<file path="config.mk">
export PLATFORM = sky130hd
export DESIGN_NAME = writeback_arbiter
export DESIGN_NICKNAME = d
export VERILOG_FILES = /design/src/rtl/rv32_wb_pkg.sv /design/src/rtl/wb_fifo.sv /design/src/rtl/writeback_arbiter.sv
export SDC_FILE = /design/constraint.sdc
export NUM_CORES = 1
export LEC_CHECK = 0
export CAP_MARGIN = 30
export CORE_MARGIN = 10
export CORE_UTILIZATION = 45
export DETAILED_ROUTE_END_ITERATION = 8
export GPL_TIMING_DRIVEN = 0
export PLACE_DENSITY = 0.68
export SKIP_LAST_GASP = 1
export SLEW_MARGIN = 30
export SYNTH_ARGS = -nofsm -noshare
export SYNTH_HDL_FRONTEND = slang
export SYNTH_SLANG_ARGS = --single-unit
</file>
<file path="constraint.sdc">
create_clock -name clk -period 2.9 [get_ports clk]
set_input_delay 0.58 -clock clk [delete_from_list [all_inputs] [get_ports clk]]
set_output_delay 0.58 -clock clk [all_outputs]
set_load 0.03 [all_outputs]
</file>
<file path="src/rtl/rv32_wb_pkg.sv">
// Shared types for the integer writeback path.
// Register-file write entries and the load scoreboard.
package rv32_wb_pkg;

    localparam int XLEN       = 32;
    localparam int REG_ADDR_W = 5;

    typedef struct packed {
        logic [REG_ADDR_W-1:0] rd;
        logic [XLEN-1:0]       data;
    } wb_entry_t;

    typedef logic [31:0] scoreboard_t;

endpackage

</file>
<file path="src/rtl/wb_fifo.sv">
// Load-result buffer for the writeback arbiter.
// Power-of-two depth, pointers wrap naturally; push is refused when full.
module wb_fifo
    import rv32_wb_pkg::*;
#(
    parameter int DEPTH = 2
) (
    input  logic                     clk,
    input  logic                     reset_n,
    input  logic                     push,
    input  wb_entry_t                push_entry,
    input  logic                     pop,
    output wb_entry_t                head,
    output logic                     full,
    output logic                     empty,
    output logic [$clog2(DEPTH):0]   count
);

    localparam int AW = $clog2(DEPTH);

    wb_entry_t       mem [DEPTH];
    logic [AW-1:0]   wr_ptr;
    logic [AW-1:0]   rd_ptr;
    logic            do_push;
    logic            do_pop;

    assign full    = (count == (AW+1)'(DEPTH));
    assign empty   = (count == '0);
    assign do_push = push && !full;
    assign do_pop  = pop && !empty;
    assign head    = mem[rd_ptr];

    // Pointer and occupancy bookkeeping
    always_ff @(posedge clk) begin
        if (!reset_n) begin
            wr_ptr <= '0;
            rd_ptr <= '0;
            count  <= '0;
        end else begin
            if (do_push) wr_ptr <= wr_ptr + 1'b1;
            if (do_pop)  rd_ptr <= rd_ptr + 1'b1;
            case ({do_push, do_pop})
                2'b10:   count <= count + 1'b1;
                2'b01:   count <= count - 1'b1;
                default: count <= count;
            endcase
        end
    end

    // Entry storage, no reset needed since count gates visibility
    always_ff @(posedge clk) begin
        if (do_push) mem[wr_ptr] <= push_entry;
    end

endmodule

</file>
<file path="src/rtl/writeback_arbiter.sv">
// Merges ALU and load results onto the single register-file write port.
// Optional WB_LOAD_BYPASS_EN lets a load skip an empty buffer when the ALU is idle.
module writeback_arbiter
    import rv32_wb_pkg::*;
#(
    parameter int LOAD_DEPTH = 2,
    parameter int XLEN       = 32
) (
    input  logic            clk,
    input  logic            reset_n,
    input  logic            issue_valid,
    input  logic            issue_is_load,
    input  logic [4:0]      issue_rd,
    input  logic            alu_valid,
    input  logic [4:0]      alu_rd,
    input  logic [XLEN-1:0] alu_data,
    input  logic            load_valid,
    output logic            load_ready,
    input  logic [4:0]      load_rd,
    input  logic [XLEN-1:0] load_data,
    output logic            rf_write_enable,
    output logic [4:0]      rf_write_address,
    output logic [XLEN-1:0] rf_write_data,
    input  logic [4:0]      query_addr1,
    input  logic [4:0]      query_addr2,
    output logic            query_busy1,
    output logic            query_busy2,
    output logic            wb_stall_req
);

    localparam int CW = $clog2(LOAD_DEPTH) + 1;

    wb_entry_t   in_entry;
    wb_entry_t   head;
    logic        full;
    logic        empty;
    logic [CW-1:0] count;
    logic        accept;
    logic        bypass;
    logic        push;
    logic        pop;
    scoreboard_t sb;
    scoreboard_t sb_next;
    scoreboard_t set_mask;
    scoreboard_t clr_mask;

    assign in_entry     = '{rd: load_rd, data: load_data};
    assign load_ready   = !full;
    assign wb_stall_req = (count == CW'(LOAD_DEPTH));
    assign accept       = load_valid && load_ready;
    assign pop          = !alu_valid && !empty;

`ifdef WB_LOAD_BYPASS_EN
    assign bypass = accept && empty && !alu_valid;
`else
    assign bypass = 1'b0;
`endif

    assign push = accept && !bypass;

    wb_fifo #(
        .DEPTH (LOAD_DEPTH)
    ) u_fifo (
        .clk        (clk),
        .reset_n    (reset_n),
        .push       (push),
        .push_entry (in_entry),
        .pop        (pop),
        .head       (head),
        .full       (full),
        .empty      (empty),
        .count      (count)
    );

    // Scoreboard update: retiring loads clear, newly issued loads set (set wins)
    always_comb begin
        set_mask = '0;
        clr_mask = '0;
        if (pop && head.rd != '0)
            clr_mask[head.rd] = 1'b1;
        if (bypass && load_rd != '0)
            clr_mask[load_rd] = 1'b1;
        if (issue_valid && issue_is_load && issue_rd != '0)
            set_mask[issue_rd] = 1'b1;
        sb_next = (sb & ~clr_mask) | set_mask;
    end

    // Scoreboard register, bit 0 hard-wired low
    always_ff @(posedge clk) begin
        if (!reset_n) sb <= '0;
        else          sb <= {sb_next[31:1], 1'b0};
    end

    assign query_busy1 = sb[query_addr1];
    assign query_busy2 = sb[query_addr2];

    // Write-port select: ALU first, then buffered load, then bypassed load
    always_ff @(posedge clk) begin
        if (!reset_n) begin
            rf_write_enable  <= 1'b0;
            rf_write_address <= '0;
            rf_write_data    <= '0;
        end else if (alu_valid) begin
            rf_write_enable  <= (alu_rd != '0);
            rf_write_address <= alu_rd;
            rf_write_data    <= alu_data;
        end else if (pop) begin
            rf_write_enable  <= (head.rd != '0);
            rf_write_address <= head.rd;
            rf_write_data    <= head.data;
        end else if (bypass) begin
            rf_write_enable  <= (load_rd != '0);
            rf_write_address <= load_rd;
            rf_write_data    <= load_data;
        end else begin
            rf_write_enable  <= 1'b0;
        end
    end

endmodule

</file>
==> results of run 1 <==
-- synthesized netlist by cell type, drive strengths merged (6+ instances only) --
cell type and n:
edfxtp 74, nor2 52, buf 25, a21oi 6, mux4 6, a21boi 70, nor2b 6, o21ai 38
a211o 37, mux2i 55, clkbuf 14, dfxtp 74, nand3 15, nand2 73, nand2b 7
-- state kept, by name, summed over array words and instances, names as in the netlist, named ones only --
| signal | flops |
|---|---|
| u_fifo.count | 2 |
| rf_write_enable | 1 |
| sb | 31 |
| u_fifo.rd_ptr | 1 |
| u_fifo.mem | 74 |
| rf_write_data | 32 |
| rf_write_address | 5 |
| u_fifo.wr_ptr | 1 |
-- routing by layer --
metal	GRT usage (%)	routed length, um	part of all wire, %	vias up
met5	0	0	0	-
met3	6.07	1250	6.8	33
met4	6.18	386	2.1	0
li1	-	-	-	2500
met2	30.2	9120	50	160
met1	20.9	7600	41	2514
-- power by group through the flow --
stage / Clock, W / Sequential, W / Combinational, W
5_1_grt: 0.00221 / 0.00272 / 0.00284
3_5_place_dp: 0 / 0.00273 / 0.00264
4_1_cts: 0.00213 / 0.00269 / 0.00265
6_report: 0.00210 / 0.00269 / 0.00263
2_1_floorplan: 0 / 0.00291 / 0.00159
3_3_place_gp: 0 / 0.00273 / 0.00255
-- through the flow --
stage                     total power, W  utilization (%)
after floorplan                  0.00450                -
after global placement           0.00528             55.8
after detailed placement         0.00537             56.2
after CTS                        0.00747             60.0
after global routing             0.00777             60.0
final                            0.00742             60.0
-- kinds of logic after synthesis --
kind of cell	count (synthesis)
AO/OA/AOI/OAI	164
XOR/XNOR	4
adder cells (fa/ha/maj)	1
buffers and inverters	42
flip-flops	148
multiplexers	64
AND/OR/NAND/NOR	177
-- critical path, stage by stage --
cell and delay [ps]:
clkdlybuf4s50_1 530, clkbuf_4 260, mux2i_1 100, a22oi_1 220
nand3_1 110, nand4_1 100, clkdlybuf4s15_1 370
-- path summary, 6_finish.rpt --
| kind | start | endpoint | slack, ps | cells past startpoint |
|---|---|---|---|---|
| worst min register to register | sb[18] | sb[18] | 500 | 2 |
| worst max register to register | flip-flop | sb[13] | 1150 | 5 |
| worst min-delay path | sb[18] | sb[18] | 500 | 2 |
| worst max-delay path | query_addr2[2] | query_busy2 | 40 | 7 |
-- final cells by class --
| type | count | area, um2 |
|---|---|---|
| diodes | 1 | 2.50 |
| plain buffers | 39 | 270 |
| clock buffers | 23 | 458 |
| clock inverters | 9 | 109 |
| fillers | 1248 | 6040 |
| inverters | 3 | 11.3 |
| multi-input cells | 410 | 2900 |
| flip-flops and latches | 148 | 3700 |
| well taps | 188 | 235 |
| repair buffers | 133 | 1360 |
==> flow_summary_export.csv, run 1 <==
group,metric,value,unit
outcome,status,"finished, final reports clean",
route,finalWirelength,18400,um
clock_tree,cts_tree,"yes",
synth,synth_warnings,0,
floorplanning,num_rows,45,
critical_path,critPathCaptureType,"output port",
sta,tightest_slew,731,ps
sta,rsz0062_at_grt,"true",
final_layout,final_common_cell,"clkdlybuf4s50_1",
global_route,grt_max_degree,38,
route,vias_per_cell,5.46,
placed_design,place_area,8480,um2
final_layout,syn_to_final_growth,31.8,%
clock_tree,cts_made_buffers,17,
sta,maxSlewViolCount,0,
route,first_pass_iters,7,
final_layout,design_area,9050,um2
placed_design,preCtsSetupSlack,-321,ps
power_and_ir_drop,p_int,0.00500,W
clock_tree,htree_levels,4,
global_route,grt_overflow,0,
sta,finalCriticalPeriod,2860,ps
placed_design,dp_hpwl,13700,um
power_and_ir_drop,combPwrFrac,35.4,%
synth,synth-simple-area-share,11.8,%
synth,syn_area_per_cell,11.4,um2
synth,syn_inst,600,
power_and_ir_drop,vdd.ir_drop.worst,0.000451,V
power_and_ir_drop,switching_share,32.6,%
final_layout,finalNonFillerCells,954,
route,drc,0,
placed_design,gp_congestion,0.877,
floorplanning,die_h,144,um
hold_path,min_path_type,"flip-flop to flip-flop",
sta,tns,0,ps
sta,finalCritPeriodShare,98.6,%
sta,setup_violations,0,
synth,synth_top_area_cell,"edfxtp_1",
placed_design,placedCellCount,921,
clock_tree,cts_sinks,148,
synth,synth_top_area_share,32.4,%
global_route,grt_pass1_wl,28800,um
floorplanning,dieArea,20600,um2
clock_tree,clk_path_buf_depth,2,
synth,synth_compound_area_share,19.0,%
global_route,grt_pass1_vias,5423,
run,maxCapViolations,0,
synth,synthFlopType,"edfxtp_1",
critical_path,critical_path_arrival,2280,ps
clock_tree,ctsResizeCount,5,
final_layout,nets,848,
route,vias,5207,
synth,synth-seq-cells,148,
final_layout,drive_gt1_share,13.6,%
final_layout,final_cell_mix,"129 x clkdlybuf4s50_1, 74 x dfxtp_1, 74 x edfxtp_1",
route,routedWlPerCell,19.2,um
clock_tree,hold_buffers,0,
floorplanning,start_util,45.5,%
power_and_ir_drop,seqPwrFrac,36.3,%
synth,synth-seq-area-share,53.9,%
critical_path,path_max_fanout,10,
placed_design,port_buffers,131,
synth,synth-xor-area-share,0.510,%
sta,fin_skew,7.43,ps
synth,synth_top_family_by_area,"compound AO/OA/AOI/OAI gates",
critical_path,worstPathRequired,2320,ps
power_and_ir_drop,pwr_density_cell,820,nW/um2
synth,syn-num-nets,696,
power_and_ir_drop,clkPwrFrac,28.3,%
floorplanning,coreArea,15100,um2
clock_tree,root_buffer,"clkbuf_16",
synth,synth-async-reset-ratio,0,%
clock_tree,cts.clk_slew.worst_paths,50,ps
power_and_ir_drop,p_leak,3.21,nW
clock_tree,post-cts-setup-buffers,0,
route,drt_iter0_markers,340,
synth,muxShareOfSynthArea,10.5,%
global_route,grt.total_usage,18.0,%
critical_path,cp-start-kind,"primary input",
global_route,antenna_found_initial,1,
synth,synthesis.area,6870,um2
synth,synth-edff-count,74,
sta,timing.final.ws_setup,41.6,ps
synth,synth.distinct_cells,48,
sta,hold_violations,0,
sta,worst_hold_slack,496,ps
floorplanning,die_w,144,um
route,postRouteAntennaNets,0,
critical_path,path_class,"primary input to output port",
floorplanning,num_io_pins,137,
clock_tree,clock_latency,410,ps
synth,synth-adder-area-share,0.182,%
sta,fmax,0.350,GHz
power_and_ir_drop,p_sw,0.00242,W
synth,netlist_top_cells_area,"edfxtp_1 32%, dfxtp_1 22%, mux2i_1 7.9%, a21boi_2 4.9%, a211o_1 4.7%",
sta,maxSlewHeadroom,50.9,%
Note: power is estimated with default switching activity, not from simulation.
==> inputs of run 2 (changes only) <==
CORE_MARGIN = 1.5   (was 10)
DONT_BUFFER_PORTS = 1   (was default)
MAX_ROUTING_LAYER = met4   (was default)
PLACE_DENSITY = 0.57   (was 0.68)
==> flow_summary_export.csv, run 2 (same netlist as run 1, synthesis figures left out) <==
group,metric,value,unit
clock_tree,post-cts-setup-buffers,0,
sta,finalCriticalPeriod,2500,ps
global_route,grt_pass1_vias,4990,
route,postRouteAntennaNets,0,
final_layout,num_antenna_cells,0,
power_and_ir_drop,p_sw,0.00244,W
critical_path,critical_path_arrival,1920,ps
route,drc,0,
final_layout,nFillCells,1306,
clock_tree,clock_latency,420,ps
floorplanning,die_w,127,um
sta,finalCritPeriodShare,86.3,%
route,finalWirelength,16700,um
sta,maxSlewViolCount,0,
clock_tree,hold_buffers,0,
critical_path,path_class,"primary input to output port",
final_layout,largest-register,"u_fifo.mem",
clock_tree,root_buffer,"clkbuf_16",
critical_path,path_max_fanout,7,
power_and_ir_drop,clkPwrFrac,32.1,%
clock_tree,cts_sinks,148,
power_and_ir_drop,p_leak,2.74,nW
sta,hold_violations,0,
final_layout,final_cell_mix,"74 x dfxtp_1, 74 x edfxtp_1, 73 x nand2_1",
final_layout,reg_top3,"u_fifo.mem: 74 flops, rf_write_data: 32 flops, sb: 31 flops",
final_layout,nets,717,
clock_tree,cts.clk_slew.worst_paths,70,ps
critical_path,cp-start-kind,"primary input",
critical_path,cp-startpoint,"query_addr2[0]",
placed_design,port_buffers,0,
floorplanning,coreArea,14700,um2
floorplanning,die_h,127,um
power_and_ir_drop,p_int,0.00486,W
global_route,grt_max_degree,38,
sta,rsz0062_at_grt,"false",
floorplanning,num_rows,44,
hold_path,hold_start,"load_rd[0]",
hold_path,min_path_type,"primary input to flip-flop",
final_layout,syn_to_final_growth,13.5,%
critical_path,critPathCaptureType,"output port",
clock_tree,htree_levels,4,
placed_design,place_area,7160,um2
final_layout,drive_gt1_share,17.0,%
floorplanning,start_util,46.7,%
sta,tightest_slew,687,ps
floorplanning,num_io_pins,137,
route,drt_iter0_markers,327,
critical_path,regToRegStartpoint,"u_fifo.count[0]",
route,first_pass_iters,4,
critical_path,max_stage_delay,510,ps
clock_tree,cts_tree,"yes",
route,vias_per_cell,5.74,
sta,fmax,0.400,GHz
sta,setup_violations,0,
critical_path,worstPathRequired,2320,ps
power_and_ir_drop,finalPower,0.00730,W
run,maxCapViolations,0,
power_and_ir_drop,vdd.ir_drop.worst,0.000492,V
floorplanning,dieArea,16000,um2
outcome,status,"finished, final reports clean",
clock_tree,cts_made_buffers,17,
power_and_ir_drop,seqPwrFrac,39.9,%
global_route,grt_pass1_wl,26500,um
clock_tree,clk_path_buf_depth,2,
placed_design,gp_congestion,0.841,
route,vias,4694,
power_and_ir_drop,pwr_density_cell,936,nW/um2
sta,fin_skew,10.0,ps
power_and_ir_drop,switching_share,33.5,%
global_route,grt.total_usage,22.4,%
power_and_ir_drop,combPwrFrac,28.1,%
critical_path,crit_slowest_cell,"mux4_2",
final_layout,design_area,7790,um2
clock_tree,ctsResizeCount,0,
critical_path,cp_cell_sequence,"buf_2 -> mux4_2 -> nand2b_1 -> o211ai_1 -> nand4_1",
route,routedWlPerCell,20.5,um
global_route,grt_overflow,0,
global_route,antenna_found_initial,0,
sta,maxSlewHeadroom,53.9,%
placed_design,dp_hpwl,12200,um
final_layout,largest_reg_flops,74,
[run 2: cell types whose count changed in the layout (fill, tap and decap cells not counted), sizes merged]
cell,change
inv,+4
bufinv,+1
clkdlybuf4s50,-129
clkinv,-2
buf,+1
diode,-1
clkinvlp,+1
clkbuf,-6
clkdlybuf4s15,-1
[run 2: per-layer routing]
| layer | share of wire (%) | global-route usage (%) | wire length (um) |
|---|---|---|---|
| met5 | 0 | - | 0 |
| met4 | 2.0 | 7.23 | 333 |
| met3 | 7.1 | 6.92 | 1190 |
| met2 | 50 | 36.8 | 8290 |
| met1 | 41 | 26.2 | 6930 |
[run 2: per-stage QoR]
step / setup TNS (ps) / setup WS [ps] / instances / hold slack (ps) / util, %
2_1_floorplan: 0 / 520 / 600 / 464 / -
3_3_place_gp: -12000 / -292 / 784 / 480 / 48.3
3_5_place_dp: 0 / 384 / 786 / 486 / 48.7
4_1_cts: 0 / 381 / 818 / 238 / 53.0
5_1_grt: 0 / 329 / 818 / 233 / 53.0
6_report: 0 / 397 / 818 / 252 / 53.0
[run 2: path summary, 6_finish.rpt]
kind / slack [ps] / end / cells after the start
setup / recovery: 400 / query_busy2 / 5
hold / removal: 250 / u_fifo.mem[1][32] / 0
setup reg to reg: 780 / u_fifo.mem[0][1] / 5
hold reg to reg: 500 / sb[7] / 2
[run 2: worst max-delay path, delay by kind of cell]
family          cells  cell delay (ps)
buf+inv             1              190
mux                 1              510
simple gates        2              530
compound gates      1              110
[run 2: cell type report]
cell class                      count  area [um2]  area share (%)
Buffer                             39         265            3.40
Clock buffer                       19         464            5.96
Clock inverter                     13         168            2.15
Inverter                            3        11.3           0.144
Multi-Input combinational cell    410        2900            37.2
Sequential cell                   148        3700            47.5
Tap cell                          184         230            2.95
Timing Repair Buffer                2        55.1           0.706
[run 2: power by group through the flow]
| stage | clock network [W] | registers [W] | logic [W] |
|---|---|---|---|
| floorplan | 0 | 0.00291 | 0.00159 |
| global placement | 0 | 0.00296 | 0.00199 |
| detailed placement | 0 | 0.00296 | 0.00207 |
| CTS | 0.00237 | 0.00291 | 0.00209 |
| global route | 0.00246 | 0.00295 | 0.00224 |
| finish | 0.00234 | 0.00291 | 0.00205 |
